**config.mk**
```make
export PLATFORM = sky130hd
export DESIGN_NAME = rip_sat_counter_predictor
export DESIGN_NICKNAME = d
export VERILOG_FILES = /design/src/rtl/rip_sat_counter_predictor_pkg.sv /design/src/rtl/rip_bp_counter_table.sv /design/src/rtl/rip_sat_counter_predictor.sv
export SDC_FILE = /design/constraint.sdc
export NUM_CORES = 2
export LEC_CHECK = 0
export BUFFER_PORTS_ARGS = -buffer_cell sky130_fd_sc_hd__buf_2
export CAP_MARGIN = 20
export CORE_MARGIN = 3
export CORE_UTILIZATION = 50
export CTS_CLUSTER_DIAMETER = 80
export DETAILED_ROUTE_END_ITERATION = 8
export HOLD_SLACK_MARGIN = 0.1
export PLACE_DENSITY = 0.69
export SLEW_MARGIN = 30
export SYNTH_ARGS = -nofsm -noshare
export SYNTH_HDL_FRONTEND = slang
export SYNTH_SLANG_ARGS = --single-unit
```
**constraint.sdc**
```tcl
create_clock -name clk -period 32.2 [get_ports clk]
set_clock_uncertainty 0.15 [all_clocks]
set_input_delay 6.44 -clock clk [delete_from_list [all_inputs] [get_ports clk]]
set_output_delay 6.44 -clock clk [all_outputs]
set_load 0.05 [all_outputs]
```
**src/rtl/rip_sat_counter_predictor_pkg.sv**
```systemverilog
`default_nettype none
// ============================================================================
// Module   : rip_sat_counter_predictor_pkg
// Brief    : Shared branch-predictor types, default parameters and the
//            saturating-counter step function.
// Revision : 1.0
// ============================================================================
package rip_sat_counter_predictor_pkg;

  typedef enum logic {
    BP_BIMODAL = 1'b0,
    BP_GSHARE  = 1'b1
  } bp_mode_e;

  typedef enum logic {
    ST_INIT  = 1'b0,
    ST_READY = 1'b1
  } bp_state_e;

  localparam int unsigned BP_CTR_WIDTH_DEF   = 2;
  localparam int unsigned BP_INDEX_WIDTH_DEF = 10;
  localparam int unsigned BP_HISTORY_LEN_DEF = 10;
  localparam int unsigned BP_PC_LSB_DEF      = 2;
  localparam bp_mode_e    BP_MODE_DEF        = BP_GSHARE;
  localparam int unsigned BP_CTR_WIDTH_MAX   = 4;

  typedef logic [BP_CTR_WIDTH_DEF-1:0] bp_ctr_t;
  typedef logic [BP_CTR_WIDTH_MAX-1:0] bp_ctr_max_t;

  // Saturating step for a counter of the given width, carried in the widest container.
  function automatic bp_ctr_max_t bp_ctr_next(bp_ctr_max_t ctr, logic taken, int unsigned width);
    bp_ctr_max_t sat_max;
    sat_max = bp_ctr_max_t'((32'd1 << width) - 32'd1);
    if (taken) begin
      return (ctr == sat_max) ? ctr : ctr + bp_ctr_max_t'(1);
    end
    return (ctr == '0) ? ctr : ctr - bp_ctr_max_t'(1);
  endfunction

endpackage
`default_nettype wire

```
**src/rtl/rip_bp_counter_table.sv**
```systemverilog
`default_nettype none
// ============================================================================
// Module   : rip_bp_counter_table
// Brief    : Saturating-counter table: one read port with update bypass, one
//            write port shared by the init sweep and the resolved updates.
// Revision : 1.0
// ============================================================================
module rip_bp_counter_table
  import rip_sat_counter_predictor_pkg::*;
#(
  parameter int unsigned CTR_WIDTH   = BP_CTR_WIDTH_DEF,
  parameter int unsigned INDEX_WIDTH = BP_INDEX_WIDTH_DEF
) (
  input  logic                   clk,
  input  logic                   init_we_i,
  input  logic [INDEX_WIDTH-1:0] init_idx_i,
  input  logic [CTR_WIDTH-1:0]   init_val_i,
  input  logic                   upd_we_i,
  input  logic [INDEX_WIDTH-1:0] upd_idx_i,
  input  logic                   upd_taken_i,
  input  logic [INDEX_WIDTH-1:0] rd_idx_i,
  output logic [CTR_WIDTH-1:0]   rd_ctr_o
);

  localparam int unsigned C_DEPTH = 1 << INDEX_WIDTH;

  logic [CTR_WIDTH-1:0] mem_q [C_DEPTH];
  logic [CTR_WIDTH-1:0] w_upd_ctr;
  logic                 w_bypass;

  always_comb begin
    w_upd_ctr = CTR_WIDTH'(bp_ctr_next(bp_ctr_max_t'(mem_q[upd_idx_i]), upd_taken_i, CTR_WIDTH));
    w_bypass  = upd_we_i && !init_we_i && (upd_idx_i == rd_idx_i);
    rd_ctr_o  = w_bypass ? w_upd_ctr : mem_q[rd_idx_i];
  end

  // Contents are defined by the init sweep, so the array carries no reset.
  always_ff @(posedge clk) begin
    if (init_we_i) begin
      mem_q[init_idx_i] <= init_val_i;
    end else if (upd_we_i) begin
      mem_q[upd_idx_i] <= w_upd_ctr;
    end
  end

endmodule
`default_nettype wire

```
**src/rtl/rip_sat_counter_predictor.sv**
```systemverilog
`default_nettype none
// ============================================================================
// Module   : rip_sat_counter_predictor
// Brief    : Bimodal / gshare saturating-counter direction predictor with a
//            power-up init sweep and speculative global history.
// Revision : 1.0
// ============================================================================
module rip_sat_counter_predictor
  import rip_sat_counter_predictor_pkg::*;
#(
  parameter int unsigned CTR_WIDTH   = BP_CTR_WIDTH_DEF,
  parameter int unsigned INDEX_WIDTH = BP_INDEX_WIDTH_DEF,
  parameter int unsigned HISTORY_LEN = BP_HISTORY_LEN_DEF,
  parameter int unsigned MODE        = int'(BP_MODE_DEF),
  parameter int unsigned PC_LSB      = BP_PC_LSB_DEF,
  parameter int unsigned INIT_CTR    = (1 << (CTR_WIDTH - 1)) - 1
) (
  input  logic                   clk,
  input  logic                   rstn,
  input  logic                   pred_valid_i,
  input  logic [31:0]            pred_pc_i,
  output logic                   pred_ready_o,
  output logic                   pred_valid_o,
  output logic                   pred_taken_o,
  output logic [INDEX_WIDTH-1:0] pred_index_o,
  output logic [HISTORY_LEN-1:0] pred_ghr_o,
  input  logic                   upd_valid_i,
  input  logic [INDEX_WIDTH-1:0] upd_index_i,
  input  logic                   upd_taken_i,
  input  logic                   upd_mispredict_i,
  input  logic [HISTORY_LEN-1:0] upd_ghr_i,
  output logic                   init_busy_o
);

  bp_state_e              state_q;
  logic [INDEX_WIDTH-1:0] sweep_q;
  logic [HISTORY_LEN-1:0] ghr_q, ghr_d;
  logic                   pred_valid_q, pred_taken_q;
  logic [INDEX_WIDTH-1:0] pred_index_q;
  logic [HISTORY_LEN-1:0] pred_ghr_q;

  logic                   w_ready_state;
  logic                   w_upd_we;
  logic                   w_recover;
  logic                   w_accept;
  logic [INDEX_WIDTH-1:0] w_pc_idx;
  logic [INDEX_WIDTH-1:0] w_index;
  logic [CTR_WIDTH-1:0]   w_rd_ctr;
  logic                   w_pred_taken;
  logic [HISTORY_LEN-1:0] w_ghr_spec;
  logic [HISTORY_LEN-1:0] w_ghr_rec;
  logic                   w_unused_bits;

  assign w_ready_state = (state_q == ST_READY);
  assign w_upd_we      = w_ready_state && upd_valid_i;
  assign w_recover     = w_upd_we && upd_mispredict_i;
  assign pred_ready_o  = w_ready_state && !(upd_valid_i && upd_mispredict_i);
  assign w_accept      = pred_valid_i && pred_ready_o;
  assign w_pc_idx      = pred_pc_i[PC_LSB +: INDEX_WIDTH];
  assign w_pred_taken  = w_rd_ctr[CTR_WIDTH-1];
  assign w_unused_bits = ^{pred_pc_i, upd_ghr_i, w_rd_ctr};

  generate
    if (MODE == int'(BP_GSHARE)) begin : g_gshare
      assign w_index = w_pc_idx ^ INDEX_WIDTH'(ghr_q);
    end else begin : g_bimodal
      assign w_index = w_pc_idx;
    end
  endgenerate

  generate
    if (HISTORY_LEN == 1) begin : g_ghr_len1
      assign w_ghr_spec = w_pred_taken;
      assign w_ghr_rec  = upd_taken_i;
    end else begin : g_ghr_shift
      assign w_ghr_spec = {ghr_q[HISTORY_LEN-2:0], w_pred_taken};
      assign w_ghr_rec  = {upd_ghr_i[HISTORY_LEN-2:0], upd_taken_i};
    end
  endgenerate

  // Misprediction recovery overrides the speculative shift of the same cycle.
  always_comb begin
    ghr_d = ghr_q;
    if (w_recover) begin
      ghr_d = w_ghr_rec;
    end else if (w_accept) begin
      ghr_d = w_ghr_spec;
    end
  end

  rip_bp_counter_table #(
    .CTR_WIDTH   (CTR_WIDTH),
    .INDEX_WIDTH (INDEX_WIDTH)
  ) u_table (
    .clk         (clk),
    .init_we_i   (!w_ready_state),
    .init_idx_i  (sweep_q),
    .init_val_i  (CTR_WIDTH'(INIT_CTR)),
    .upd_we_i    (w_upd_we),
    .upd_idx_i   (upd_index_i),
    .upd_taken_i (upd_taken_i),
    .rd_idx_i    (w_index),
    .rd_ctr_o    (w_rd_ctr)
  );

  always_ff @(posedge clk or negedge rstn) begin
    if (!rstn) begin
      state_q      <= ST_INIT;
      sweep_q      <= '0;
      ghr_q        <= '0;
      pred_valid_q <= 1'b0;
      pred_taken_q <= 1'b0;
      pred_index_q <= '0;
      pred_ghr_q   <= '0;
    end else begin
      ghr_q        <= ghr_d;
      pred_valid_q <= w_accept;
      if (w_accept) begin
        pred_taken_q <= w_pred_taken;
        pred_index_q <= w_index;
        pred_ghr_q   <= ghr_q;
      end
      case (state_q)
        ST_INIT: begin
          sweep_q <= sweep_q + INDEX_WIDTH'(1);
          if (sweep_q == {INDEX_WIDTH{1'b1}}) begin
            state_q <= ST_READY;
          end
        end
        default: state_q <= ST_READY;
      endcase
    end
  end

  assign pred_valid_o = pred_valid_q;
  assign pred_taken_o = pred_taken_q;
  assign pred_index_o = pred_index_q;
  assign pred_ghr_o   = pred_ghr_q;
  assign init_busy_o  = (state_q == ST_INIT);

endmodule
`default_nettype wire

```
==> impl_results.md <==
- Ys async rst share: 0.0206
- Area of the die: 0.194 mm2
- Initial Util: 0.506
- CP endpoint kind: flop
- WHS Path Cells: 2
- IO buf count: 58
- Vias in the first global route: 58000
- Crit path arrival time: 15460 ps
- Cell count after synthesis: 5994
- Setup TNS: 0 ps
- Worst path required time: 32580 ps
- Internal Pwr Total: 0.00441 W
- Register-to-register setup slack: 24580 ps
- Comb power frac: 0.052
- WS Path Type: input pin to flop
- Core Rows: 158
- CTS Buffer Depth: 3
- Gpl congestion: 0.909
- FF-to-FF End: u_table.mem_q[337][0]$_DFFE_PP_
- Largest net degree at the start of global routing: 245
- Hold Vio Cnt, Final: 0
- Fmax: 0.0663 GHz
- Core area: 0.186 mm2
- TritonCTS clock tree: yes
- Setup Buffers After CTS: 0
- CTS H-tree depth: 4
- Yosys cell types: 75
- Routed len/inst: 34.6 um
- Share of the synthesized area in the top cell type: 0.652
- CTS Sinks: 2091
- Endpoints failing setup: 0
- Clock Power Share: 0.427
- Worst hold start: pred_ghr_o[9]$_DFFE_PN0P_
- 1st-pass router iterations: 9
- R2R depth: 15
- Placed Instance Area: 0.0969 mm2
- Reg2reg start: u_table.mem_q[834][0]$_DFFE_PP_
- Slew @ Worst Pin: 1130 ps
- NumNets Final: 5977
- Top cells by area, synth: edfxtp_1 (65%), mux4_2 (15%), nor2_1 (4.3%), mux2i_1 (3.4%), nand2_1 (1.7%)
- Overflow after GRT: 0
- Number of antenna violations at the first check in global routing: 10
- # DRC: 0
- Gates resized, CTS repair: 0
- Final Max Slew Viols: 0
- Vias per inst: 6.96
- Post-detail-place hpwl: 173000 um
- Tmin final: 15070 ps
- P&R area growth vs syn: 9.97%
- CP max FO: 199
- Status: finished, final reports clean
- Leading area contributor after synthesis: edfxtp_1
- Switching Power: 0.00124 W
- Clock slew at reported path FFs: 60 ps
- Number of synthesis warnings: 0
- Hold Buf Count CTS: 0
- Sequential fraction of the synthesis area: 0.664
- Share of cells above drive strength 1: 0.208
- Max cap viols: 0
- Clock root cell: clkbuf_16
- RSZ-0062 raised after global routing: no
- WL final: 297000 um
- Via count: 59700
- Worst min path class: flop to flop
- Pwr per Cell Area: 54.5 mW/mm2
- Pwr Total: 0.00565 W
- First-pass GRT wire length: 421000 um
- Skew-Pair Late Insertion Delay: 880 ps
- Avg Cell Area, Syn: 15.7 um2
- #FFs+latches synth: 2091
- Max-slew headroom: 0.242
- Total global-route track usage: 0.306
- Crit-path cells: buf_8 > buf_4 > buf_12 > buf_4 > mux4_2 > mux2i_1 > o211ai_1 > o41ai_1 > a31oi_1 > o41a_1 > nor4_2 > inv_1 > maj3_1 > nand2_4 > buf_4 > buf_12 > buf_6
- Hold Crit Endpoint: pred_ghr_o[9]$_DFFE_PN0P_
- CTS Buf Count: 200
- Sequential fraction of design power: 0.521
- Lkg Pwr: 32.7 nW
- Period utilisation layout: 0.468
- Detail Route Antenna Nets: 0
- Initial drt markers: 9416
- Main flop type after synthesis: edfxtp_1
- Ports: 82
- CP Launch Type: input pin
- Peak VDD IR: 51.5 uV
- DIE WIDTH: 440 um
- Max incr delay on CP: 740 ps
- Fin area: 0.104 mm2
- Most frequent CP cell: buf_4
- Cell area after synthesis: 0.0943 mm2
- Post-synth EDFFs: 2048
- Die span in y: 440 um
- Synthesized Nets: 6053
- Crit-path slowest cell: buf_6
- Net Sw Frac: 0.219
==> synthesized netlist by cell type, drive strengths merged, types with 6 or more instances <==
| cell type | number |
|---|---|
| or3 | 11 |
| buf | 220 |
| o41ai | 8 |
| mux4 | 608 |
| a2111oi | 7 |
| dfrtp | 43 |
| or2 | 8 |
| o22ai | 80 |
| and3 | 8 |
| inv | 10 |
| a311oi | 10 |
| a22o | 52 |
| nor3b | 7 |
| nand2 | 424 |
| nand3 | 50 |
| o31ai | 8 |
| o211ai | 9 |
| xnor2 | 24 |
| edfxtp | 2048 |
| nor3 | 37 |
| mux2i | 324 |
| a31oi | 32 |
| a211oi | 41 |
| clkbuf | 282 |
| xor2 | 12 |
| a221oi | 15 |
| nand4 | 13 |
| nor4 | 81 |
| a22oi | 59 |
| o21ai | 80 |
| o221ai | 24 |
| nand2b | 19 |
| nor2 | 1086 |
| mux2 | 35 |
| nor2b | 30 |
| a21oi | 147 |
| and2 | 6 |
==> worst max-delay path by stage <==
stage | from | slack, ps | end
after floorplan | upd_index_i[1] | 5800 | u_table.mem_q[0][1]$_DFFE_PP_
after global placement | upd_index_i[0] | 16040 | u_table.mem_q[334][1]$_DFFE_PP_
after detailed placement | upd_index_i[2] | 16600 | u_table.mem_q[335][1]$_DFFE_PP_
after CTS | upd_index_i[0] | 17490 | u_table.mem_q[995][0]$_DFFE_PP_
after global routing | upd_index_i[0] | 16930 | u_table.mem_q[994][0]$_DFFE_PP_
final | upd_index_i[0] | 17130 | u_table.mem_q[337][0]$_DFFE_PP_
==> state kept, by name, indices dropped and copies added, names as in the netlist <==
signal / count
pred_taken_o: 1
pred_valid_o: 1
sweep_q: 10
pred_index_o: 10
pred_ghr_o: 10
u_table.mem_q: 2048
ghr_q: 10
state_q: 1
==> per-stage QoR <==
stage                     setup slack (ps)  hold slack, ps   util  cells
after CTS                            17490             325  0.555   8563
after floorplan                       5800             331      -   5994
final                                17130             322  0.556   8581
after detailed placement             16600             309  0.520   8193
after global routing                 16930             347  0.556   8567
after global placement               16040             307  0.519   8190
==> cell usage in the layout, fill, tap and decap left out, drive strengths merged, types with 13 or more instances in the layout <==
| cell | instances |
|---|---|
| mux4 | 608 |
| mux2i | 324 |
| buf | 224 |
| xnor2 | 24 |
| o22ai | 80 |
| nand2 | 424 |
| a211oi | 41 |
| clkbuf | 252 |
| o21ai | 80 |
| a221oi | 15 |
| nand2b | 19 |
| nor2 | 1086 |
| clkinv | 71 |
| o221ai | 24 |
| nor3 | 37 |
| a22oi | 59 |
| a21oi | 147 |
| nand4 | 13 |
| mux2 | 35 |
| edfxtp | 2048 |
| a31oi | 32 |
| bufinv | 26 |
| nor4 | 81 |
| dfrtp | 43 |
| nand3 | 50 |
| diode | 15 |
| inv | 19 |
| nor2b | 30 |
| a22o | 52 |
==> critical path, delay by kind of cell <==
family,cells,cell delay (ps)
AND/OR/NAND/NOR,2,1240
buffers and inverters,8,4210
multiplexers,2,890
AO/OA/AOI/OAI,4,1600
adder cells (fa/ha/maj),1,390
==> per-layer routing <==
metal | track usage | share of wire | vias up
met1 | 0.410 | 0.35 | 30700
met4 | 0.158 | 0.061 | 4
met2 | 0.460 | 0.45 | 4759
li1 | - | - | 23400
met3 | 0.0839 | 0.14 | 898
met5 | 0 | 0.000087 | -
==> cell type report <==
cell class	count	area, um2
clock inverters	118	1320
repair buffers	224	1890
fillers	14200	82700
flip-flops and latches	2091	62600
multi-input cells	3391	29400
inverters	10	37.5
diodes	15	37.5
clock buffers	252	5320
well taps	2480	3100
==> cell families (layout without fill, tap and decap cells) <==
group | after synthesis | in the layout | synth area share
buf+inv | 512 | 604 | 0.0289
xor+xnor | 36 | 36 | 0.00354
other cells | 0 | 15 | 0
fa+ha+maj | 3 | 3 | 0.000345
flops | 2091 | 2091 | 0.664
compound gates | 593 | 593 | 0.0416
simple gates | 1792 | 1792 | 0.0782
mux | 967 | 967 | 0.184
==> power by group through the flow <==
stage               clock (W)  sequential [W]  combinational [W]
finish                0.00241         0.00294           0.000294
global route          0.00253         0.00294           0.000301
CTS                   0.00242         0.00294           0.000286
detailed placement          0         0.00300           0.000286
global placement            0         0.00300           0.000284
floorplan                   0         0.00300           0.000181
(Power assumes the default switching activity.)
